`config.mk`:
```
export PLATFORM = sky130hd
export DESIGN_NAME = serv_rf_dbg_arb
export DESIGN_NICKNAME = d
export VERILOG_FILES = /design/src/rtl/serv_rf_dbg_arb.sv
export SDC_FILE = /design/constraint.sdc
export NUM_CORES = 1
export LEC_CHECK = 0
export CORE_MARGIN = 2
export CORE_UTILIZATION = 30
export CTS_BUF_LIST = sky130_fd_sc_hd__clkbuf_8
export CTS_CLUSTER_DIAMETER = 40
export CTS_CLUSTER_SIZE = 14
export DETAILED_ROUTE_END_ITERATION = 12
export PLACE_DENSITY = 0.67
export REMOVE_ABC_BUFFERS = 1
export SLEW_MARGIN = 20
export SYNTH_ARGS = -nofsm -noshare
export SYNTH_HDL_FRONTEND = slang
export SYNTH_SLANG_ARGS = --single-unit
```
`constraint.sdc`:
```
create_clock -name clk -period 1.95 [get_ports clk]
set_input_delay 0.4875 -clock clk [delete_from_list [all_inputs] [get_ports clk]]
set_output_delay 0.4875 -clock clk [all_outputs]
set_load 0.01 [all_outputs]
```
`src/rtl/serv_rf_dbg_arb.sv`:
```
// Shares the serv_rf_ram ports between the CPU register-file interface and a debug sequencer
// that splits 32-bit debug register reads/writes into RF_WIDTH-wide RAM word accesses.
module serv_rf_dbg_arb #(
    parameter int RF_WIDTH = 8,
    parameter int CSR_REGS = 4,
    parameter int RF_L2D   = $clog2((32 + CSR_REGS) * 32 / RF_WIDTH)
) (
    input  logic                clk,
    input  logic                i_rst,
    input  logic                i_halted,
    input  logic [RF_L2D-1:0]   i_cpu_waddr,
    input  logic [RF_WIDTH-1:0] i_cpu_wdata,
    input  logic                i_cpu_wen,
    input  logic [RF_L2D-1:0]   i_cpu_raddr,
    input  logic                i_cpu_ren,
    output logic [RF_WIDTH-1:0] o_cpu_rdata,
    input  logic                i_dbg_req,
    input  logic                i_dbg_we,
    input  logic [5:0]          i_dbg_regnum,
    input  logic [31:0]         i_dbg_wdata,
    output logic                o_dbg_ack,
    output logic                o_dbg_err,
    output logic [31:0]         o_dbg_rdata,
    output logic                o_dbg_busy,
    output logic [RF_L2D-1:0]   o_waddr,
    output logic [RF_WIDTH-1:0] o_wdata,
    output logic                o_wen,
    output logic [RF_L2D-1:0]   o_raddr,
    output logic                o_ren,
    input  logic [RF_WIDTH-1:0] i_rdata
);

    localparam int unsigned N   = 32 / RF_WIDTH;
    localparam int unsigned L2N = $clog2(N);
    localparam int unsigned CW  = (L2N > 0) ? L2N : 1;
    localparam logic [CW-1:0] LAST   = CW'(N - 1);
    localparam logic [CW:0]   RCNT_N = (CW + 1)'(N);
    localparam logic [5:0]    MAXREG = 6'(31 + CSR_REGS);

    typedef enum logic [1:0] {
        S_IDLE,
        S_WR,
        S_RD,
        S_ACK
    } state_t;

    state_t              r_state;
    state_t              w_state_nxt;
    logic [CW-1:0]       r_wcnt;
    logic [CW:0]         r_rcnt;
    logic [CW-1:0]       r_ccnt;
    logic                r_pend;
    logic                r_err;
    logic [31:0]         r_rdata;

    logic                w_accept;
    logic                w_bad;
    logic                w_abort;
    logic                w_wissue;
    logic                w_rissue;
    logic [RF_WIDTH-1:0] w_wword;
    logic [RF_L2D-1:0]   w_base;
    logic [RF_L2D-1:0]   w_dbg_waddr;
    logic [RF_L2D-1:0]   w_dbg_raddr;

    always_ff @(posedge clk) begin
        if (i_rst) begin
            r_state <= S_IDLE;
        end else begin
            r_state <= w_state_nxt;
        end
    end

    always_comb begin
        w_state_nxt = r_state;
        case (r_state)
            S_IDLE: begin
                if (w_accept) begin
                    if (w_bad || (i_dbg_regnum == 6'd0)) begin
                        w_state_nxt = S_ACK;
                    end else if (i_dbg_we) begin
                        w_state_nxt = S_WR;
                    end else begin
                        w_state_nxt = S_RD;
                    end
                end
            end
            S_WR: begin
                if (w_abort) begin
                    w_state_nxt = S_ACK;
                end else if (w_wissue && (r_wcnt == LAST)) begin
                    w_state_nxt = S_ACK;
                end
            end
            S_RD: begin
                if (w_abort) begin
                    w_state_nxt = S_ACK;
                end else if (r_pend && (r_ccnt == LAST)) begin
                    w_state_nxt = S_ACK;
                end
            end
            S_ACK:   w_state_nxt = S_IDLE;
            default: w_state_nxt = S_IDLE;
        endcase
    end

    // Issue is gated by i_halted combinationally so no word goes out in the abort cycle.
    always_comb begin
        w_accept   = (r_state == S_IDLE) && i_dbg_req && i_halted;
        w_bad      = i_dbg_regnum > MAXREG;
        w_abort    = ((r_state == S_WR) || (r_state == S_RD)) && !i_halted;
        w_wissue   = (r_state == S_WR) && i_halted && !i_cpu_wen;
        w_rissue   = (r_state == S_RD) && i_halted && (r_rcnt != RCNT_N) && !i_cpu_ren;
        o_dbg_ack  = (r_state == S_ACK);
        o_dbg_err  = (r_state == S_ACK) && r_err;
        o_dbg_busy = (r_state != S_IDLE);
    end

    always_comb begin
        w_wword = '0;
        for (int unsigned k = 0; k < N; k++) begin
            if (r_wcnt == CW'(k)) begin
                w_wword = i_dbg_wdata[k*RF_WIDTH +: RF_WIDTH];
            end
        end
        w_base      = RF_L2D'(i_dbg_regnum) << L2N;
        w_dbg_waddr = w_base | RF_L2D'(r_wcnt);
        w_dbg_raddr = w_base | RF_L2D'(r_rcnt[CW-1:0]);

        if (i_cpu_wen) begin
            o_waddr = i_cpu_waddr;
            o_wdata = i_cpu_wdata;
            o_wen   = 1'b1;
        end else begin
            o_waddr = w_dbg_waddr;
            o_wdata = w_wword;
            o_wen   = w_wissue;
        end

        if (i_cpu_ren) begin
            o_raddr = i_cpu_raddr;
            o_ren   = 1'b1;
        end else begin
            o_raddr = w_dbg_raddr;
            o_ren   = w_rissue;
        end

        o_cpu_rdata = i_rdata;
        o_dbg_rdata = r_rdata;
    end

    always_ff @(posedge clk) begin
        if (i_rst) begin
            r_wcnt  <= '0;
            r_rcnt  <= '0;
            r_ccnt  <= '0;
            r_pend  <= 1'b0;
            r_err   <= 1'b0;
            r_rdata <= '0;
        end else begin
            r_pend <= w_rissue;
            case (r_state)
                S_IDLE: begin
                    if (w_accept) begin
                        r_wcnt  <= '0;
                        r_rcnt  <= '0;
                        r_ccnt  <= '0;
                        r_err   <= w_bad;
                        r_rdata <= '0;
                    end
                end
                S_WR: begin
                    if (w_abort) begin
                        r_err <= 1'b1;
                    end else if (w_wissue) begin
                        r_wcnt <= r_wcnt + CW'(1);
                    end
                end
                S_RD: begin
                    if (w_abort) begin
                        r_err <= 1'b1;
                    end else begin
                        if (w_rissue) begin
                            r_rcnt <= r_rcnt + (CW + 1)'(1);
                        end
                        if (r_pend) begin
                            for (int unsigned k = 0; k < N; k++) begin
                                if (r_ccnt == CW'(k)) begin
                                    r_rdata[k*RF_WIDTH +: RF_WIDTH] <= i_rdata;
                                end
                            end
                            r_ccnt <= r_ccnt + CW'(1);
                        end
                    end
                end
                default: ;
            endcase
        end
    end

endmodule
```
==> implementation parameters, run 1 <==
Parameter                              Value

Die
  Vertical extent of the die    99.3 um
  Initial cell density of the core    31.1%
  I/O pin count    146
  Die Footprint    9860 sq um
  Chip Width    99.3 um
  Total core area    8760 sq um
  Placement Rows    34

Setup path
  Depth of the worst register-to-register path    7
  Element type at the critical path end    output port
  Category of the worst setup path launch point    flop
  CP Max Fanout    7
  Reg-to-reg critical path startpoint    r_state[1]
  Critical Path Start    r_wcnt[1]
  Worst setup path category    flop to output port
  Required time of the critical path    1.46 ns
  Data arrival, critical path    1.75 ns

Logic synthesis
  Post-synth cell types    41
  Most frequently used flop master after synthesis    dfxtp_1
  Fraction of synthesis flops using an asynchronous set or reset pin    0%
  Post-synthesis sequential area ratio    31.6%
  YS warnings    0
  Seq cells post-synth    43
  Average footprint of a synthesized cell    8.85 sq um
  Number of synthesized flops with an enable pin    0
  Cell area after synthesis    2730 sq um
  Post-synthesis instance total    308

Worst hold path
  Hold Crit Depth    2
  Hold Path Class    flop to flop
  Startpoint of the lowest-slack hold path    o_dbg_rdata[1]

STA
  Smallest setup slack after layout    -0.285 ns
  Portion of the clock cycle consumed by the worst path in the final layout    115%
  Final Hold Violating Endpoints    0
  Final critical-path required period    2.23 ns
  Maximum clock rate    447 MHz
  RSZ-0062 raised after global routing    yes
  Slew headroom    70.5%
  Final-report max-slew violation count    0
  Actual transition at the worst max-transition pin    0.440 ns
  Finish-stage setup viols    8
  Worst Skew    0.0118 ns

Routing
  Antenna Nets Post-Route    0
  Via-per-instance ratio    4.84
  Post-Route WL    8.86 mm
  Average detailed-routed wire length per instance    15.0 um
  Total number of vias    2868
  DR iter-0 viols    92
  Drc violations    0
  First-pass DRT Iterations    4

Place
  # port buffers    145
  DP HPWL    6.80 mm
  Placed cell count    579
  GPL Wtd Cong    0.857

Power
  Worst supply voltage drop on vdd    0.363 mV
  Power after layout    0.00325 W
  Proportion of power drawn by combinational gates    48.1%
  Internal power contribution    0.00218 W
  Static leakage power    1.87 nW
  Proportion of power drawn by flip-flops and latches    30.6%
  Clock network fraction of design power    21.3%
  Power per standard cell area    683 nW/um^2
  Sw Ratio    33.0%
  Sw power    0.00107 W

Finish
  Area growth from synthesis to layout    74.6%
  Number of nets in the layout    576
  Non-filler cells in the finished layout    592
  Number of inserted diodes    0
  Fraction of layout instances using a drive strength above 1    24.0%

Outcome
  Run status    complete, but fails checks
  Violated checks    setup timing

Clock network
  Worst-case clock buffer depth    2
  Clock tree sinks    43
  Clock tree from TritonCTS    built
  Clock insertion delay at the later pin of the skew report    0.30 ns
  Clock root buffer    clkbuf_8
  CTS buffer count    5
  Number of levels in the clock H-tree    2
  Clock transition at path regs    0.09 ns

Global route
  Global-route usage over all layers    17.5%
  Pin count of the biggest net entering global routing    33
  Global-route wire length before repair    14.1 mm
  Grt total ovfl    0
  Vias in the first global route    3037
  Initial antenna violation count    0

Run
  MaxCap Viol Count    0
## critical path: stages, from the launching register on
cell	delay, ns
dfxtp_4	0.38
inv_6	0.05
ha_4	0.17
nor2b_4	0.11
buf_6	0.15
a221oi_2	0.07
o31a_1	0.24
o21ai_1	0.14
buf_2	0.15
## routing by layer
layer / GRT usage [%] / wire length [um] / vias to the layer above
met5: 0 / 0 / -
met4: 3.79 / 78 / 0
met3: 6.96 / 929 / 8
met2: 31.9 / 4290 / 131
met1: 19.0 / 3560 / 1325
li1: - / - / 1404
## final cells by class
| class | instances | area (sq um) |
|---|---|---|
| fillers | 803 | 4010 |
| flip-flops and latches | 43 | 872 |
| clock inverters | 2 | 37.5 |
| multi-input cells | 226 | 1790 |
| clock buffers | 5 | 68.8 |
| well taps | 108 | 135 |
| inverters | 15 | 63.8 |
| repair buffers | 193 | 1790 |
## synthesized netlist by cell type (2+ instances only)
library cell / number / area [sq um]
o31a_1: 7 / 61.3
nand2b_1: 38 / 238
buf_4: 8 / 60.1
mux2i_1: 34 / 340
nand3_1: 2 / 10.0
nor2_1: 10 / 37.5
dfxtp_1: 43 / 861
clkbuf_1: 13 / 48.8
a221oi_1: 8 / 70.1
o21ai_0: 18 / 90.1
a31oi_1: 2 / 12.5
nand3b_1: 3 / 22.5
and2_1: 2 / 12.5
a21oi_4: 3 / 48.8
mux2_2: 13 / 146
or3_1: 2 / 12.5
a41o_1: 2 / 20.0
nand2_1: 36 / 135
buf_2: 2 / 10.0
ha_1: 15 / 188
a21oi_1: 7 / 35.0
inv_1: 15 / 56.3
nor2b_1: 7 / 43.8
## path summary, 6_finish.rpt
| path | slack [ns] | endpoint |
|---|---|---|
| worst max register to register | 0.13 | r_ccnt[0] |
| worst min-delay path | 0.47 | o_dbg_rdata[1] |
| worst max-delay path | -0.28 | o_wdata[1] |
| worst min register to register | 0.47 | o_dbg_rdata[1] |
## sequential cells by signal, summed over array words and instances (netlist names)
register / cells
r_wcnt: 2
r_err: 1
r_pend: 1
o_dbg_rdata: 32
r_rcnt: 3
r_state: 2
r_ccnt: 2
## repair_timing
item,in CTS,in global routing
pin swaps,7,14
setup endpoints to repair,63,52
setup buffers,2,4
resized for setup,113,29
hold buffers,0,0
## cells in the final DEF, fill, tap and decap left out, drive strengths merged, types with 2 or more instances in the layout
| master | n |
|---|---|
| or3 | 2 |
| buf | 57 |
| a221oi | 8 |
| clkdlybuf4s15 | 6 |
| o31a | 7 |
| or4 | 2 |
| clkdlybuf4s50 | 103 |
| dlygate4sd2 | 20 |
| clkbuf | 12 |
| a41o | 2 |
| a21oi | 10 |
| ha | 15 |
| inv | 15 |
| a31oi | 2 |
| dfxtp | 43 |
| a41oi | 2 |
| nand3 | 2 |
| nand2 | 36 |
| mux2i | 34 |
| nor2b | 7 |
| nor2 | 11 |
| nand2b | 38 |
| o21ai | 18 |
| and2 | 2 |
| nand3b | 3 |
| mux2 | 13 |
## cell families (layout without fill, tap and decap cells)
logic type / after synthesis / after routing / synth area share [%]
muxes: 47 / 47 / 17.9
and+or+nand+nor: 109 / 109 / 21.7
DFF: 43 / 43 / 31.6
buffers and inverters: 39 / 215 / 6.57
adders and majority gates: 15 / 15 / 6.89
AOI/OAI and AO/OA: 55 / 55 / 15.4
## per-stage QoR
stage	util [%]	cell area, sq um	TNS (ns)	worst slack (ns)	hold slack [ns]
2_1_floorplan	-	2600	-1.11	-0.158	0.436
3_3_place_gp	51.5	4520	-19.90	-0.585	0.457
3_5_place_dp	51.5	4520	-21.46	-0.569	0.459
4_1_cts	53.2	4660	-2.37	-0.331	0.479
5_1_grt	54.3	4760	-2.86	-0.392	0.497
6_report	54.3	4760	-2.05	-0.285	0.473
## power groups by stage
stage	clock network [W]	logic, W	registers, W
floorplan	0	0.000718	0.00103
global placement	0	0.00145	0.00101
detailed placement	0	0.00147	0.00101
CTS	0.000711	0.00145	0.000994
global route	0.000756	0.00169	0.00101
finish	0.000691	0.00156	0.000994
No activity file was read; power rests on OpenSTA's default activity.
==> inputs of run 2 (changes only) <==
Settings changed: GPL_TIMING_DRIVEN set to 1.
==> results of run 2 <==
The final DEF is identical to that of run 1; final timing and power are the same.
